==> config.mk <==
export PLATFORM = sky130hd
export DESIGN_NAME = arp_req_arbiter
export DESIGN_NICKNAME = d
export VERILOG_FILES = /design/src/rtl/arp_req_arbiter.sv
export SDC_FILE = /design/constraint.sdc
export NUM_CORES = 1
export LEC_CHECK = 0
export CORE_MARGIN = 2
export CORE_UTILIZATION = 34
export DETAILED_ROUTE_END_ITERATION = 12
export PLACE_DENSITY = 0.77
export SLEW_MARGIN = 30
export SYNTH_ARGS = -nofsm -noshare
export SYNTH_HDL_FRONTEND = slang
export SYNTH_SLANG_ARGS = --single-unit
==> constraint.sdc <==
create_clock -name clk -period 3.1 [get_ports clk]
set_input_delay 0.62 -clock clk [delete_from_list [all_inputs] [get_ports clk]]
set_output_delay 0.62 -clock clk [all_outputs]
set_load 0.005 [all_outputs]
==> src/rtl/arp_req_arbiter.sv <==
// Round-robin arbiter sharing one ARP lookup port among PORTS requesters.
// Define ARP_REQ_TIMEOUT_EN to add the response watchdog and late-response discard.
module arp_req_arbiter #(
  parameter int unsigned PORTS          = 4,
  parameter int unsigned TIMEOUT_CYCLES = 1024
) (
  input  logic                  clk,
  input  logic                  rst,
  input  logic [PORTS-1:0]      s_req_valid,
  output logic [PORTS-1:0]      s_req_ready,
  input  logic [PORTS*32-1:0]   s_req_ip,
  output logic [PORTS-1:0]      s_resp_valid,
  input  logic [PORTS-1:0]      s_resp_ready,
  output logic                  s_resp_error,
  output logic [47:0]           s_resp_mac,
  output logic                  m_arp_request_valid,
  input  logic                  m_arp_request_ready,
  output logic [31:0]           m_arp_request_ip,
  input  logic                  m_arp_response_valid,
  output logic                  m_arp_response_ready,
  input  logic                  m_arp_response_error,
  input  logic [47:0]           m_arp_response_mac,
  output logic                  busy
);

  localparam int unsigned PW = (PORTS > 1) ? $clog2(PORTS) : 1;

  localparam logic [1:0] ST_IDLE = 2'd0;
  localparam logic [1:0] ST_REQ  = 2'd1;
  localparam logic [1:0] ST_WAIT = 2'd2;
  localparam logic [1:0] ST_RESP = 2'd3;

  logic [1:0]       state, state_nxt;
  logic [PW-1:0]    rr_ptr, rr_ptr_nxt, grant, grant_nxt;
  logic [PORTS-1:0] s_req_ready_nxt, s_resp_valid_nxt;
  logic             s_resp_error_nxt, req_valid_nxt, rsp_ready_nxt, busy_nxt;
  logic [47:0]      s_resp_mac_nxt;
  logic [31:0]      req_ip_nxt;
  logic [31:0]      ip_arr [PORTS];
  logic             pick_found, grant_ok, rsp_fire, deliver;
  logic [PW-1:0]    pick_idx, cand;

  for (genvar i = 0; i < int'(PORTS); i++) begin : g_ip
    assign ip_arr[i] = s_req_ip[32*i +: 32];
  end

  assign rsp_fire = m_arp_response_valid & m_arp_response_ready;

`ifdef ARP_REQ_TIMEOUT_EN
  logic [31:0] wait_cnt, wait_cnt_nxt;
  logic [1:0]  stale, stale_nxt;
  logic        stale_inc, stale_dec;

  assign grant_ok  = (stale != 2'd3);
  // With stale responses outstanding, the next accepted response is a late one.
  assign stale_dec = rsp_fire & (stale != 2'd0);
  assign deliver   = rsp_fire & (stale == 2'd0);
`else
  logic unused_cfg;
  assign unused_cfg = ^32'(TIMEOUT_CYCLES);
  assign grant_ok   = 1'b1;
  assign deliver    = rsp_fire;
`endif

  // First requester at or above rr_ptr, wrapping around.
  always_comb begin
    pick_found = 1'b0;
    pick_idx   = '0;
    cand       = '0;
    for (int i = 0; i < int'(PORTS); i++) begin
      cand = PW'((int'(rr_ptr) + i) % int'(PORTS));
      if (!pick_found && s_req_valid[cand]) begin
        pick_found = 1'b1;
        pick_idx   = cand;
      end
    end
  end

  // Next-state and next-output logic.
  always_comb begin
    state_nxt        = state;
    rr_ptr_nxt       = rr_ptr;
    grant_nxt        = grant;
    s_req_ready_nxt  = '0;
    s_resp_valid_nxt = s_resp_valid;
    s_resp_error_nxt = s_resp_error;
    s_resp_mac_nxt   = s_resp_mac;
    req_valid_nxt    = m_arp_request_valid;
    req_ip_nxt       = m_arp_request_ip;
`ifdef ARP_REQ_TIMEOUT_EN
    wait_cnt_nxt     = wait_cnt;
    stale_inc        = 1'b0;
`endif
    case (state)
      ST_IDLE: begin
        if (pick_found && grant_ok) begin
          grant_nxt       = pick_idx;
          s_req_ready_nxt = PORTS'(1) << pick_idx;
          req_valid_nxt   = 1'b1;
          req_ip_nxt      = ip_arr[pick_idx];
          rr_ptr_nxt      = (pick_idx == PW'(PORTS - 1)) ? '0 : pick_idx + PW'(1);
          state_nxt       = ST_REQ;
        end
      end
      ST_REQ: begin
        if (m_arp_request_valid && m_arp_request_ready) begin
          req_valid_nxt = 1'b0;
          state_nxt     = ST_WAIT;
`ifdef ARP_REQ_TIMEOUT_EN
          wait_cnt_nxt  = '0;
`endif
        end
      end
      ST_WAIT: begin
        if (deliver) begin
          s_resp_valid_nxt = PORTS'(1) << grant;
          s_resp_error_nxt = m_arp_response_error;
          s_resp_mac_nxt   = m_arp_response_mac;
          state_nxt        = ST_RESP;
        end
`ifdef ARP_REQ_TIMEOUT_EN
        else if (wait_cnt == 32'(TIMEOUT_CYCLES - 1)) begin
          s_resp_valid_nxt = PORTS'(1) << grant;
          s_resp_error_nxt = 1'b1;
          s_resp_mac_nxt   = '0;
          stale_inc        = 1'b1;
          state_nxt        = ST_RESP;
        end else begin
          wait_cnt_nxt = wait_cnt + 32'd1;
        end
`endif
      end
      ST_RESP: begin
        if (s_resp_ready[grant]) begin
          s_resp_valid_nxt = '0;
          s_resp_error_nxt = 1'b0;
          s_resp_mac_nxt   = '0;
          state_nxt        = ST_IDLE;
        end
      end
      default: state_nxt = ST_IDLE;
    endcase
`ifdef ARP_REQ_TIMEOUT_EN
    case ({stale_inc, stale_dec})
      2'b10:   stale_nxt = stale + 2'd1;
      2'b01:   stale_nxt = stale - 2'd1;
      default: stale_nxt = stale;
    endcase
    rsp_ready_nxt = (state_nxt == ST_WAIT) ||
                    ((stale_nxt != 2'd0) && (state_nxt != ST_REQ));
`else
    rsp_ready_nxt = (state_nxt == ST_WAIT);
`endif
    busy_nxt = (state_nxt != ST_IDLE);
  end

  always_ff @(posedge clk or posedge rst) begin
    if (rst) begin
      state                <= ST_IDLE;
      rr_ptr               <= '0;
      grant                <= '0;
      s_req_ready          <= '0;
      s_resp_valid         <= '0;
      s_resp_error         <= 1'b0;
      s_resp_mac           <= '0;
      m_arp_request_valid  <= 1'b0;
      m_arp_request_ip     <= '0;
      m_arp_response_ready <= 1'b0;
      busy                 <= 1'b0;
`ifdef ARP_REQ_TIMEOUT_EN
      wait_cnt             <= '0;
      stale                <= '0;
`endif
    end else begin
      state                <= state_nxt;
      rr_ptr               <= rr_ptr_nxt;
      grant                <= grant_nxt;
      s_req_ready          <= s_req_ready_nxt;
      s_resp_valid         <= s_resp_valid_nxt;
      s_resp_error         <= s_resp_error_nxt;
      s_resp_mac           <= s_resp_mac_nxt;
      m_arp_request_valid  <= req_valid_nxt;
      m_arp_request_ip     <= req_ip_nxt;
      m_arp_response_ready <= rsp_ready_nxt;
      busy                 <= busy_nxt;
`ifdef ARP_REQ_TIMEOUT_EN
      wait_cnt             <= wait_cnt_nxt;
      stale                <= stale_nxt;
`endif
    end
  end

endmodule

==> results of run 1 <==
logic make-up after synthesis:
group,after synthesis,synth area share (%)
AND/OR/NAND/NOR,164,13.88
AO/OA/AOI/OAI,101,14.09
flip-flops,98,52.72
multiplexers,67,14.69
buffers and inverters,42,4.357
adder cells (fa/ha/maj),1,0.2689
stage by stage:
| step | instance area (um2) | power, W | util [%] |
|---|---|---|---|
| 2_1_floorplan | 4656 | 0.003740 | - |
| 3_3_place_gp | 7662 | 0.005346 | 57.63 |
| 3_5_place_dp | 7662 | 0.005463 | 57.63 |
| 4_1_cts | 7983 | 0.006698 | 60.04 |
| 5_1_grt | 7983 | 0.007095 | 60.04 |
| 6_report | 7983 | 0.006624 | 60.04 |
Yosys cell counts:
library cell	instances
ha_1	1
mux4_2	1
nor3_1	1
o2bb2a_1	1
nor4_1	1
a22o_1	1
buf_4	8
o21ai_2	1
a21boi_0	1
nor2_1	8
buf_2	12
o221ai_1	32
a21o_1	1
a31oi_1	1
o21ai_1	9
nand2b_1	4
inv_1	5
clkbuf_1	17
o21ai_0	45
nor4b_1	1
mux2i_1	66
a311oi_1	1
nand3b_1	1
and2_1	2
nand3_1	2
dfrtp_1	98
o31ai_1	2
a21oi_1	5
nand2_1	144
a22oi_1	1
report_power, final:
part           switching [W]  internal [W]
combinational        0.00142       0.00178
clock               0.000477      0.000727
sequential          0.000369       0.00185
final timing paths:
check	start	slack, ns	cells after the start	to
setup reg to reg	grant[0]$_DFFE_PP0P_	0.87	5	s_resp_mac[29]$_DFFE_PP0P_
hold / removal	s_resp_mac[19]$_DFFE_PP0P_	0.48	2	s_resp_mac[19]$_DFFE_PP0P_
hold reg to reg	s_resp_mac[19]$_DFFE_PP0P_	0.48	2	s_resp_mac[19]$_DFFE_PP0P_
setup / recovery	s_req_valid[0]	0.75	7	m_arp_request_ip[19]$_DFFE_PP0P_
max in group asynchronous	rst	1.90	3	s_resp_mac[27]$_DFFE_PP0P_
min in group asynchronous	rst	0.78	3	m_arp_response_ready$_DFF_PP0_
worst max-delay path, cell delays in order:
cell             delay [ns]
clkdlybuf4s50_1        0.50
a21oi_1                0.19
o21ai_0                0.11
o2bb2a_4               0.34
buf_12                 0.29
mux2i_1                0.32
o221ai_1               0.16
metal layers:
metal / track usage, % / wire length (um) / vias up
li1: - / - / 2174
met1: 22.07 / 5633 / 2191
met2: 36.41 / 7671 / 201
met3: 8.694 / 1649 / 26
met4: 7.849 / 348 / 0
met5: 0 / 0 / -
area by class of cell:
| cell class | instances | area [um2] |
|---|---|---|
| fillers | 1119 | 5313 |
| repair buffers | 290 | 2953 |
| flip-flops and latches | 98 | 2452 |
| multi-input cells | 333 | 2014 |
| clock buffers | 11 | 242.7 |
| well taps | 176 | 220.2 |
| clock inverters | 5 | 77.57 |
| inverters | 5 | 22.52 |
sequential cells by signal, summed over array words and instances, names as in the netlist:
| register | flops |
|---|---|
| s_resp_mac | 48 |
| m_arp_request_valid | 1 |
| s_resp_error | 1 |
| s_req_ready | 4 |
| busy | 1 |
| state | 2 |
| m_arp_request_ip | 32 |
| s_resp_valid | 4 |
| rr_ptr | 2 |
| m_arp_response_ready | 1 |
| grant | 2 |
==> impl_metrics.csv, run 1 <==
group,metric,value,unit
layout,final_common_cell,"clkdlybuf4s50_1",
synth,synth-seq-cells,98,
sta,finalCritPeriodShare,75.77,%
sta,clock.fmax,0.4258,GHz
setup_path,critPathMaxFanout,37,
synth,synth_top_area_cell,"dfrtp_1",
synth,ys_top_cells_by_area,"dfrtp_1 (53%), mux2i_1 (14%), nand2_1 (12%), o221ai_1 (6.0%), o21ai_0 (4.8%)",
sta,grt_setup_unrepaired,"no",
sta,finalSetupTns,0,ns
routing,wire_per_inst,16.67,um
floorplan,rows,42,
synth,ys_seq_area_share,52.72,%
routing,ant_nets,0,
setup_path,critPathKind,"in2reg",
floorplan,core_area,13300,um2
place,dp_cells,902,
cts,cts_setup_buffers,0,
global_routing,grt_pass1_vias,4719,
cts,root_buffer,"clkbuf_16",
routing,drt-total-wl,15300,um
setup_path,arrival,2.56,ns
layout,layout_common_cells,"clkdlybuf4s50_1 (280), nand2_1 (144), dfrtp_1 (98)",
synth,syn_nets,663,
min_path,hold_path.class,"reg2reg",
power_and_ir_drop,power.density,829.8,nW/um2
sta,hold_violations,0,
layout,fin_nets,927,
routing,first_pass_iters,4,
floorplan,die_x,121.0,um
floorplan,ios,281,
flow_run,maxCapViolCount,0,
power_and_ir_drop,p_leak,3.502,nW
place,portBuffers,280,
global_routing,grt_pass1_wl,23670,um
global_routing,grt_overflow_total,0,
sta,relSlewSlack,63.87,%
outcome,outcome,"completed",
layout,area_delta_synth_final,71.60,%
setup_path,cp-end-kind,"flip-flop",
power_and_ir_drop,ir_worst_vdd,0.4188,mV
sta,skew,0.005894,ns
sta,fin_crit,2.349,ns
routing,vias,4592,
setup_path,worstPathRequired,3.31,ns
cts,cts_resized,0,
cts,cts-htree-levels,3,
sta,drv_slew,0,
layout,final_cell_count_no_fill,918,
synth,yosysUniqueCellTypes,30,
synth,yosys_warnings,0,
synth,syn_avg_cell_area,9.835,um2
cts,clock_sinks,98,
synth,synthesis.area,4652,um2
routing,via_per_inst,5.002,
sta,worstMarginPinSlew,0.5420,ns
cts,clk_pin_slew,0.07,ns
place,dp_worst_setup_slack,0.3828,ns
layout,diodes,0,
global_routing,grt.total_usage,20.74,%
routing,drtIter0Drc,203,
cts,cts_tree,"yes",
floorplan,die_area,14630,um2
synth,synth_top_area_share,52.72,%
setup_path,start_kind,"primary input",
place,routabilityCongestion,0.8435,
sta,setup_slack,0.7512,ns
synth,syn_inst,473,
cts,clk_latency,0.34,ns
layout,drive_above_1_share,3.908,%
routing,drc_errors,0,
cts,cts_hold_buf,0,
cts,cts_buffers,9,
cts,cts_max_path_buffers,2,
floorplan,start_util,34.99,%
global_routing,antenna_found_initial,0,
sta,hold_ws,0.4796,ns
place,hpwl,11490,um
sta,finalSetupViolations,0,
floorplan,die_h,121.0,um
global_routing,grt_max_degree,99,
Note: power is estimated with default switching activity, not from simulation.
==> inputs of run 2 (changes only) <==
==> constraint.sdc (replaced) <==
create_clock -name clk -period 2 [get_ports clk]
set_input_delay 0.4 -clock clk [delete_from_list [all_inputs] [get_ports clk]]
set_output_delay 0.4 -clock clk [all_outputs]
set_load 0.005 [all_outputs]
==> impl_metrics.csv, run 2 (same netlist as run 1, synthesis figures left out) <==
group,metric,value,unit
floorplan,die_area,14630,um2
global_routing,grt.total_usage,21.36,%
cts,cts_tree,"yes",
min_path,hold_path.class,"in2async",
cts,cts_hold_buf,0,
sta,worstMarginPinSlew,0.5105,ns
floorplan,start_util,34.99,%
layout,regArea,2452,um2
global_routing,grt_max_degree,54,
cts,root_buffer,"clkbuf_16",
global_routing,antenna_found_initial,0,
cts,cts_max_path_buffers,2,
routing,via_per_inst,4.932,
place,dp_cells,928,
routing,wl_met2,8097,um
layout,fin_nets,954,
layout,drive_above_1_share,7.301,%
sta,drv_slew,0,
power_and_ir_drop,power_frac_clock,16.5,%
sta,hold_violations,0,
sta,relSlewSlack,65.90,%
floorplan,ios,281,
power_and_ir_drop,seqPwrFrac,32.1,%
setup_path,start_kind,"primary input",
routing,first_pass_iters,4,
place,portBuffers,280,
setup_path,arrival,2.16,ns
routing,wire_per_inst,16.88,um
layout,fin_util,61.96,%
floorplan,die_x,121.0,um
power_and_ir_drop,internal-power,0.007014,W
routing,drc_errors,0,
cts,cts-htree-levels,3,
floorplan,core_area,13300,um2
setup_path,critPathMaxFanout,32,
routing,drt-total-wl,15920,um
cts,clock_sinks,98,
layout,largest-register,"s_resp_mac",
sta,hold_ws,0.4438,ns
sta,skew,0.008994,ns
setup_path,worstPathRequired,2.25,ns
place,dpl_cell_area,7920,um2
setup_path,cp-end-kind,"flip-flop",
setup_path,critPathKind,"in2reg",
routing,drtIter0Drc,147,
power_and_ir_drop,power,0.01061,W
global_routing,grt_pass1_vias,4840,
place,routabilityCongestion,0.8432,
floorplan,die_h,121.0,um
routing,ant_nets,0,
power_and_ir_drop,switching_share,33.89,%
routing,wl_met1,5855,um
power_and_ir_drop,ir_worst_vdd,0.5145,mV
sta,fin_crit,1.909,ns
layout,final_common_cell,"clkdlybuf4s50_1",
cts,cts_buffers,9,
global_routing,grt_pass1_wl,24280,um
layout,multi_input_area,2024,um2
cts,clk_pin_slew,0.07,ns
layout,final_cell_count_no_fill,943,
power_and_ir_drop,p_leak,3.651,nW
layout,largest_reg_flops,48,
routing,vias,4651,
sta,finalSetupViolations,0,
routing,highest_layer,"met4",
layout,fin_area,8238,um2
layout,top_regs,"s_resp_mac (48), m_arp_request_ip (32)",
sta,grt_setup_unrepaired,"no",
routing,dr_wl_met3,1595,um
sta,finalCritPeriodShare,95.43,%
layout,diodes,0,
layout,layout_common_cells,"clkdlybuf4s50_1 (279), nand2_1 (144), dfrtp_1 (98)",
place,hpwl,12180,um
power_and_ir_drop,power.density,1288,nW/um2
power_and_ir_drop,switching_power,0.003596,W
sta,clock.fmax,0.5239,GHz
flow_run,maxCapViolCount,0,
layout,fill_cells,1106,
global_routing,grt_overflow_total,0,
power_and_ir_drop,combPwrFrac,51.4,%
cts,clk_latency,0.34,ns
floorplan,rows,42,
outcome,outcome,"completed",
layout,area_delta_synth_final,77.08,%
-- run 2: final timing paths --
kind / cells after the start / slack [ns] / startpoint / to
hold / removal: 2 / 0.44 / rst / m_arp_request_ip[0]$_DFFE_PP0P_
hold reg to reg: 2 / 0.48 / s_resp_mac[42]$_DFFE_PP0P_ / s_resp_mac[42]$_DFFE_PP0P_
max in group asynchronous: 3 / 0.95 / rst / s_resp_mac[14]$_DFFE_PP0P_
setup / recovery: 8 / 0.09 / s_resp_ready[3] / s_resp_mac[17]$_DFFE_PP0P_
min in group clk: 2 / 0.48 / s_resp_mac[42]$_DFFE_PP0P_ / s_resp_mac[42]$_DFFE_PP0P_
setup reg to reg: 7 / 0.12 / grant[0]$_DFFE_PP0P_ / s_resp_mac[17]$_DFFE_PP0P_
-- run 2: worst max-delay path, stage by stage --
cell             delay (ns)
clkdlybuf4s50_1        0.39
mux4_2                 0.47
and2_1                 0.21
o21ai_4                0.15
buf_12                 0.18
buf_12                 0.18
nand2_1                0.07
o21ai_0                0.09
-- run 2: layer usage --
layer	global-route usage, %	vias up
met4	7.922	0
met5	0	-
met3	7.801	28
li1	-	2232
met1	22.81	2181
met2	38.34	210
-- run 2: power groups by stage --
stage          registers (W)  logic, W  clock network (W)
6_report             0.00341   0.00546            0.00175
5_1_grt              0.00351   0.00595            0.00186
4_1_cts              0.00341   0.00549            0.00179
3_5_place_dp         0.00342   0.00547                  0
3_3_place_gp         0.00340   0.00532                  0
2_1_floorplan        0.00340   0.00239                  0
-- run 2: layout make-up --
class | count | area share, %
timing repair buffer | 317 | 39.14
clock buffer | 12 | 3.114
inverter | 5 | 0.2734
tap | 176 | 2.673
sequential | 98 | 29.77
clock inverter | 2 | 0.4557
multi-input combinational | 333 | 24.57
-- run 2: repair_timing --
| item | CTS | global route |
|---|---|---|
| buffers inserted | 0 | 1 |
| setup endpoints to repair | 0 | 32 |
| resized for setup | 0 | 4 |
-- run 2: through the flow --
stage	TNS (ns)	setup WS [ns]
finish	0	0.09135
global route	0	0.02136
CTS	0	0.06959
detailed placement	-17.41	-0.2708
global placement	-13.78	-0.2456
floorplan	0	0.1592
==> inputs of run 3 (changes only) <==
--- a/config.mk
+++ b/config.mk
@@ -5,10 +5,11 @@
 export SDC_FILE = /design/constraint.sdc
 export NUM_CORES = 1
 export LEC_CHECK = 0
+export ABC_CLOCK_PERIOD_IN_PS = 2000
 export CORE_MARGIN = 2
 export CORE_UTILIZATION = 34
 export DETAILED_ROUTE_END_ITERATION = 12
-export PLACE_DENSITY = 0.77
+export PLACE_DENSITY_LB_ADDON = 0.15
 export SLEW_MARGIN = 30
 export SYNTH_ARGS = -nofsm -noshare
 export SYNTH_HDL_FRONTEND = slang
==> impl_metrics.csv, run 3 (same netlist as run 1, synthesis figures left out) <==
group,metric,value,unit
floorplan,ios,281,
routing,drt-total-wl,15360,um
sta,fin_crit,1.938,ns
layout,drive_above_1_share,7.572,%
layout,final_common_cell,"clkdlybuf4s50_1",
layout,diodes,0,
global_routing,antenna_found_initial,0,
min_path,hold_path.class,"in2async",
flow_run,maxCapViolCount,0,
place,portBuffers,280,
layout,largest_reg_flops,48,
layout,fill_cells,1120,
power_and_ir_drop,power_frac_clock,16.1,%
global_routing,grt.total_usage,20.27,%
power_and_ir_drop,power,0.01057,W
power_and_ir_drop,power.density,1284,nW/um2
setup_path,cp_top_family,"compound AO/OA/AOI/OAI gates",
sta,relSlewSlack,67.01,%
sta,finalSetupViolations,0,
layout,area_delta_synth_final,76.92,%
layout,top_regs,"s_resp_mac (48), m_arp_request_ip (32)",
sta,finalSetupTns,0,ns
setup_path,timing.rr.start,"grant[0]$_DFFE_PP0P_",
sta,skew,0.01102,ns
setup_path,reg2reg_slack,0.07,ns
setup_path,cpPeakStageDelay,0.50,ns
power_and_ir_drop,seqPwrFrac,32.6,%
floorplan,rows,42,
cts,cts_hold_buf,0,
floorplan,die_x,121.0,um
place,hpwl,11430,um
layout,fin_util,61.90,%
routing,via_per_inst,4.856,
cts,root_buffer,"clkbuf_16",
layout,fin_area,8230,um2
floorplan,start_util,34.99,%
floorplan,core_area,13300,um2
routing,ant_nets,0,
global_routing,grt_max_degree,72,
sta,clock.fmax,0.5159,GHz
floorplan,die_h,121.0,um
layout,layout_common_cells,"clkdlybuf4s50_1 (280), nand2_1 (144), dfrtp_1 (98)",
global_routing,grt_overflow_total,0,
cts,cts-htree-levels,3,
sta,drv_slew,0,
routing,wl_met1,5979,um
power_and_ir_drop,internal-power,0.006844,W
cts,cts_max_path_buffers,2,
layout,largest-register,"s_resp_mac",
routing,drc_errors,0,
setup_path,critical_path.cell_chain,"clkdlybuf4s50_1 -> a21oi_1 -> o21ai_0 -> o2bb2a_4 -> buf_12 -> mux2i_1 -> o221ai_1",
routing,drtIter0Drc,260,
setup_path,cp-end-kind,"flip-flop",
power_and_ir_drop,ir_worst_vdd,0.4841,mV
setup_path,critPathMaxFanout,12,
cts,cts_buffers,9,
routing,wire_per_inst,16.31,um
power_and_ir_drop,p_leak,3.643,nW
setup_path,critPathKind,"in2reg",
floorplan,die_area,14630,um2
setup_path,arrival,2.16,ns
setup_path,worstPathRequired,2.22,ns
sta,hold_ws,0.3939,ns
cts,clk_latency,0.35,ns
setup_path,worst-path-buf-inv,2,
routing,wl_met2,7602,um
cts,cts_tree,"yes",
cts,clk_pin_slew,0.08,ns
routing,highest_layer,"met4",
setup_path,rr_worst_depth,6,
setup_path,slowest_stage,"clkdlybuf4s50_1",
routing,dr_wl_met3,1381,um
routing,vias,4574,
sta,hold_violations,0,
routing,first_pass_iters,4,
place,dpl_cell_area,7830,um2
setup_path,timing.rr.end,"s_resp_mac[9]$_DFFE_PP0P_",
power_and_ir_drop,switching_share,35.26,%
global_routing,grt_pass1_vias,4573,
sta,worstMarginPinSlew,0.4949,ns
power_and_ir_drop,combPwrFrac,51.3,%
global_routing,grt_pass1_wl,23050,um
sta,grt_setup_unrepaired,"yes",
power_and_ir_drop,switching_power,0.003727,W
sta,finalCritPeriodShare,96.92,%
layout,fin_nets,951,
setup_path,start_kind,"primary input",
outcome,outcome,"completed",
place,routabilityCongestion,0.7956,
cts,clock_sinks,98,
run 3: cell types whose count changed in the layout (fill, tap and decap cells not counted), sizes merged:
cell	change
clkbuf	-1
inv	+5
dlymetal6s2s	-1
buf	-5
clkdlybuf4s50	+1
bufinv	-1
clkinv	+1
run 3: timing repair:
action | in CTS | in global routing
setup endpoints to repair | 0 | 80
setup buffers | 0 | 2
resized for setup | 0 | 8
run 3: through the flow:
step	setup WS (ns)	std cells
floorplan	0.1592	473
global placement	-0.2331	921
detailed placement	-0.3238	921
CTS	0.01604	937
global route	-0.02376	942
finish	0.06158	942
run 3: power by group through the flow:
| stage | clock [W] | sequential, W | combinational [W] |
|---|---|---|---|
| floorplan | 0 | 0.00340 | 0.00239 |
| global placement | 0 | 0.00342 | 0.00515 |
| detailed placement | 0 | 0.00346 | 0.00526 |
| CTS | 0.00177 | 0.00344 | 0.00527 |
| global route | 0.00183 | 0.00355 | 0.00598 |
| finish | 0.00171 | 0.00344 | 0.00542 |
run 3: cell type report:
class                           count  area [um2]  area share, %
Inverter                            5       22.52         0.2736
Clock inverter                      7       66.31         0.8057
Multi-Input combinational cell    333        2032          24.69
Tap cell                          176       220.2          2.676
Clock buffer                        9       225.2          2.736
Timing Repair Buffer              314        3212          39.02
Sequential cell                    98        2452          29.80
run 3: routing by layer:
metal | global-route usage [%] | up-vias
li1 | - | 2221
met1 | 23.84 | 2119
met2 | 34.48 | 207
met3 | 5.874 | 27
met4 | 8.576 | 0
met5 | 0 | -
run 3: worst max path at each step:
stage / cells past startpoint / end / slack (ns) / start
finish: 7 / m_arp_request_ip[28]$_DFFE_PP0P_ / 0.06 / s_req_valid[0]
global route: 7 / m_arp_request_ip[13]$_DFFE_PP0P_ / -0.02 / s_req_valid[0]
CTS: 5 / s_resp_mac[14]$_DFFE_PP0P_ / 0.02 / grant[0]$_DFFE_PP0P_
detailed placement: 6 / s_resp_mac[14]$_DFFE_PP0P_ / -0.32 / s_resp_ready[3]
global placement: 6 / s_resp_mac[30]$_DFFE_PP0P_ / -0.23 / s_resp_ready[3]
floorplan: 7 / s_resp_valid[1]$_DFFE_PP0P_ / 0.16 / grant[0]$_DFFE_PP0P_
